==> config.mk <==
export PLATFORM = sky130hd
export DESIGN_NAME = glitch_sweep_ctrl
export DESIGN_NICKNAME = d
export VERILOG_FILES = /design/src/rtl/glitch_sweep_ctrl.sv
export SDC_FILE = /design/constraint.sdc
export NUM_CORES = 1
export LEC_CHECK = 0
export ABC_AREA = 1
export BUFFER_PORTS_ARGS = -buffer_cell sky130_fd_sc_hd__buf_2
export CORE_UTILIZATION = 40
export DETAILED_ROUTE_END_ITERATION = 7
export PLACE_DENSITY_LB_ADDON = 0.3
export SETUP_SLACK_MARGIN = 0.15
export SLEW_MARGIN = 20
export SYNTH_ARGS = -nofsm -noshare
export SYNTH_HDL_FRONTEND = slang
export SYNTH_SLANG_ARGS = --single-unit
==> constraint.sdc <==
create_clock -name clk -period 3.2 [get_ports clk]
set_input_delay 0.16 -clock clk [delete_from_list [all_inputs] [get_ports clk]]
set_output_delay 0.16 -clock clk [all_outputs]
set_load 0.02 [all_outputs]
==> src/rtl/glitch_sweep_ctrl.sv <==
// glitch_sweep_ctrl: walks a delay x width grid, arming the glitch generator once per point
// and stopping on target success, grid exhaustion or abort.
module glitch_sweep_ctrl #(
    parameter int DW          = 32,
    parameter int WW          = 16,
    parameter int DELAY_START = 100,
    parameter int DELAY_STEP  = 10,
    parameter int DELAY_END   = 1000,
    parameter int WIDTH_START = 1,
    parameter int WIDTH_STEP  = 1,
    parameter int WIDTH_END   = 12,
    parameter int SETTLE      = 1200,
    parameter int TIMEOUT     = 24000000
) (
    input  logic          clk,
    input  logic          rst_n,
    input  logic          start,
    input  logic          abort,
    input  logic          gen_done,
    input  logic          target_ok,
    output logic          arm,
    output logic [DW-1:0] delay_cfg,
    output logic [WW-1:0] width_cfg,
    output logic          busy,
    output logic          sweep_done,
    output logic          found,
    output logic          timeout_err,
    output logic [31:0]   attempts
);
    typedef enum logic [2:0] {S_IDLE, S_ARM, S_WAIT, S_SETTLE, S_STEP, S_FINISH} state_t;

    localparam logic [DW-1:0] D_START = DW'(DELAY_START);
    localparam logic [DW:0]   D_STEP  = (DW+1)'(DELAY_STEP);
    localparam logic [DW:0]   D_END   = (DW+1)'(DELAY_END);
    localparam logic [WW-1:0] W_START = WW'(WIDTH_START);
    localparam logic [WW:0]   W_STEP  = (WW+1)'(WIDTH_STEP);
    localparam logic [WW:0]   W_END   = (WW+1)'(WIDTH_END);
    localparam logic [31:0]   TO_LAST = 32'(TIMEOUT - 1);
    localparam logic [31:0]   ST_LAST = 32'(SETTLE - 1);

    state_t      state, state_n;
    logic [31:0] cnt;
    logic [WW:0] w_sum;
    logic [DW:0] d_sum;
    logic        w_ok, d_ok, timed_out;

    // One extra bit keeps the carry, so an overflowing step reads as "past the end".
    assign w_sum     = {1'b0, width_cfg} + W_STEP;
    assign d_sum     = {1'b0, delay_cfg} + D_STEP;
    assign w_ok      = w_sum <= W_END;
    assign d_ok      = d_sum <= D_END;
    assign timed_out = !gen_done && cnt == TO_LAST;

    assign arm        = state == S_ARM && !abort;
    assign sweep_done = state == S_FINISH && !abort;
    assign busy       = state != S_IDLE;

    always_comb begin
        state_n = state;
        case (state)
            S_IDLE:   state_n = start ? S_ARM : S_IDLE;
            S_ARM:    state_n = S_WAIT;
            S_WAIT:   state_n = gen_done ? S_SETTLE : (timed_out ? S_STEP : S_WAIT);
            S_SETTLE: state_n = target_ok ? S_FINISH : (cnt == ST_LAST ? S_STEP : S_SETTLE);
            S_STEP:   state_n = (w_ok || d_ok) ? S_ARM : S_FINISH;
            S_FINISH: state_n = S_IDLE;
            default:  state_n = S_IDLE;
        endcase
        if (abort)
            state_n = S_IDLE;
    end

    always_ff @(posedge clk or negedge rst_n) begin
        if (!rst_n)
            state <= S_IDLE;
        else
            state <= state_n;
    end

    // The cycle counter restarts on every state change, so it measures time spent in the current state.
    always_ff @(posedge clk or negedge rst_n) begin
        if (!rst_n) begin
            cnt         <= '0;
            delay_cfg   <= D_START;
            width_cfg   <= W_START;
            found       <= 1'b0;
            timeout_err <= 1'b0;
            attempts    <= '0;
        end else begin
            cnt <= (state_n == state) ? cnt + 32'd1 : '0;
            if (!abort) begin
                case (state)
                    S_IDLE: if (start) begin
                        delay_cfg   <= D_START;
                        width_cfg   <= W_START;
                        found       <= 1'b0;
                        timeout_err <= 1'b0;
                        attempts    <= '0;
                    end
                    S_ARM:    if (attempts != '1) attempts <= attempts + 32'd1;
                    S_WAIT:   if (timed_out) timeout_err <= 1'b1;
                    S_SETTLE: if (target_ok) found <= 1'b1;
                    S_STEP: begin
                        if (w_ok)
                            width_cfg <= w_sum[WW-1:0];
                        else if (d_ok) begin
                            width_cfg <= W_START;
                            delay_cfg <= d_sum[DW-1:0];
                        end
                    end
                    default: ;
                endcase
            end
        end
    end
endmodule

==> impl_metrics.ini <==
[outcome]
outcome = finished, final reports clean

[drt]
avgRoutedWirePerCell_um = 12.8
ant_nets = 0
drc = 0
firstDrtPassIters = 7
wirelength_um = 16400
vias = 6245
viasPerCell = 4.88
drt_iter0_drc = 366

[critical_path]
critPathKind = register to register
reg2regPathDepth = 19
arrival_ps = 3100
worst-path-max-fanout = 32
regToRegSetupSlack_ps = 390
startpoint_type = register
cp-end-kind = register
required_ps = 3500
reg2reg_to = cnt[25]$_DFF_PN0_
reg2reg_from = delay_cfg[2]$_DFFE_PN1P_

[logic_synthesis]
synth.avg_cell_area_um2 = 7.23
yosysSeqAreaShare = 0.427
syn_inst = 943
synthAdderAreaFrac = 0.00918
muxShareOfSynthArea = 0
synth_seq_cells = 116
synthDistinctLibCells = 43
synth-xor-area-share = 0.0604
yosysWarnings = 0
synth_area_mm2 = 0.00682
synth.top_cells.by_area = dfrtp_1 41%, nand2_1 12%, inv_1 8.1%
syn_nets = 954
synth_simple_gate_area_frac = 0.336
yosysTopAreaCell = dfrtp_1
synth_top_family_by_area = simple AND/OR/NAND/NOR gates
synth-compound-area-share = 0.0681
yosysTopAreaCellShare = 0.411

[cts]
cts_buffer_depth = 2
cts_max_level = 4
cts-root-buf = clkbuf_16
cts_inserted_buffers = 17
cts_sinks = 116
cts_tree = yes
worstSkewPairLatency_ps = 420
post-cts-setup-buffers = 0
path_clk_slew_ps = 60

[cells_and_area]
multiInputGateArea_mm2 = 0.00325
diodes = 0
drive_above_1_share = 0.150
mostFrequentLayoutCells = 221 x nand2_1, 146 x inv_1, 133 x nor2_1, 112 x dfrtp_1, 88 x buf_2
regArea_mm2 = 0.00291
area_growth_pct = 19.1
final_common_cell = nand2_1
fin_area_mm2 = 0.00811
fin_nets = 1058
nFillCells = 1674

[die]
rows = 47
die_height_um = 133
die_x_um = 133
start_util = 0.411
num_io_pins = 91
core_area_mm2 = 0.0166
die_area_mm2 = 0.0176

[global_routing]
track_usage = 0.199
grt_antenna_before_repair = 0
grt_max_degree = 67
grt_overflow = 0
grt_pass1_wl_um = 28000
grt_pass1_vias = 5921

[worst_hold_path]
hp-start = abort
hp-class = primary input to register
holdPathStages = 4
whs_endpoint = state[2]$_DFF_PN0_

[sta]
report.final.setup_viol = 0
fin_crit_sh = 0.877
finalHoldViolCount = 0
min_period_ps = 2810
rsz0062_at_grt = no
worst_clock_skew_ps = 10.9
timing.final.ws_setup_ps = 394
drv_slew = 0
tightest_slew_ps = 860
hold_slack_ps = 129
tns_ps = 0
max_freq_ghz = 0.356
slew_headroom = 0.427

[flow_run]
max-cap-violations = 0

[placement]
portBuffers = 89
hpwlAfterDp_um = 12000
pre_cts_slack_ps = 196
place_congestion = 0.887
placed_cell_area_mm2 = 0.00753

[power_and_ir_drop]
max-vdd-ir-drop_v = 0.000392
p_total_w = 0.00437
cellLeakagePower_nw = 4.02
p_per_area_mw_per_mm2 = 538
## critical path: stages, from the launching register on
cell and delay [ps]:
dfstp_2 550, ha_1 180, inv_1 40, nand2_1 90
nand3_1 190, nor2_4 240, nand2_1 70, nand2_1 60
nand3_1 70, nor2_1 120, nand2_1 80, nor2_1 130
nand3_1 160, nand3_1 160, nand2_1 60, nand2_1 70
nand2_1 60, nand2_2 80, buf_12 190, nor2_1 60
## Yosys cell counts
cell	instances
nor4_1	10
nand3b_1	7
nand2_1	221
o211a_1	1
nand3_1	68
nor2_1	134
nor2_2	7
nand2_2	4
nand4_1	23
clkinv_1	2
inv_1	147
nor4b_1	1
nor2_4	5
o21a_1	4
a2bb2oi_1	1
o21ai_1	4
a22oi_1	1
a31oi_1	2
o31ai_1	1
o211ai_1	1
a21oi_1	31
dfstp_2	4
nand3_2	1
inv_2	9
xor2_1	43
o21ai_0	33
dfrtp_1	112
clkbuf_1	2
o21bai_1	2
buf_6	3
conb_1	1
a221oi_1	1
nand4_2	1
ha_1	5
nor3_1	36
and2_1	1
a211oi_1	1
nor3_2	1
buf_4	4
and3_1	1
buf_2	2
xnor2_1	4
o2111ai_1	1
## through the flow
stage                util  std cells
detailed placement  0.454       1247
CTS                 0.488       1280
finish              0.489       1280
floorplan               -        943
global placement    0.454       1247
global route        0.489       1280
## cell type report
cell class,count,area share
Multi-Input combinational cell,658,0.401
Inverter,158,0.0736
Clock buffer,22,0.0584
Tap cell,220,0.0339
Clock inverter,10,0.0100
Sequential cell,116,0.358
Timing Repair Buffer,96,0.0651
## flip-flops by register name (all words and copies together), names as in the netlist
signal / cells
attempts: 32
cnt: 32
delay_cfg: 31
found: 1
state: 3
timeout_err: 1
width_cfg: 16
## worst max path at each step
stage                        startpoint                   endpoint  slack [ps]  cells after the start
2_1_floorplan  delay_cfg[2]$_DFFE_PN1P_  delay_cfg[20]$_DFFE_PN0P_         760                     17
6_report       delay_cfg[2]$_DFFE_PN1P_          cnt[25]$_DFF_PN0_         390                     19
3_3_place_gp   delay_cfg[2]$_DFFE_PN1P_   width_cfg[3]$_DFFE_PN0P_         240                     14
3_5_place_dp   delay_cfg[2]$_DFFE_PN1P_   width_cfg[3]$_DFFE_PN0P_         200                     14
4_1_cts        delay_cfg[2]$_DFFE_PN1P_   width_cfg[3]$_DFFE_PN0P_         160                     14
5_1_grt        delay_cfg[2]$_DFFE_PN1P_          cnt[31]$_DFF_PN0_         120                     19
## report_power, final
part	switching, W	internal, W
clock network	0.000668	0.00112
registers	0.0000914	0.00156
logic	0.000653	0.000274
total	0.00141	0.00296
## logic make-up after synthesis
| kind of cell | Yosys count |
|---|---|
| AOI/OAI and AO/OA | 84 |
| xor gates and xnor gates | 47 |
| adders and majority gates | 5 |
| buffers and inverters | 169 |
| DFF | 116 |
| other | 1 |
| and+or+nand+nor | 521 |
## per-layer routing
metal  vias up  GRT usage  routed length, um
li1       3206          -                  -
met4         0     0.0805                295
met5         -          0                  0
met3        17     0.0425                720
met2       154      0.328               7880
met1      2868      0.253               7520
## what timing repair did
item / 4_1_cts / 5_1_grt
endpoints found under the setup margin: 0 / 76
resized for setup: 0 / 5
endpoints found under the hold margin: 61 / 0
hold buffers: 1 / 0
No activity file was read; power rests on OpenSTA's default activity.
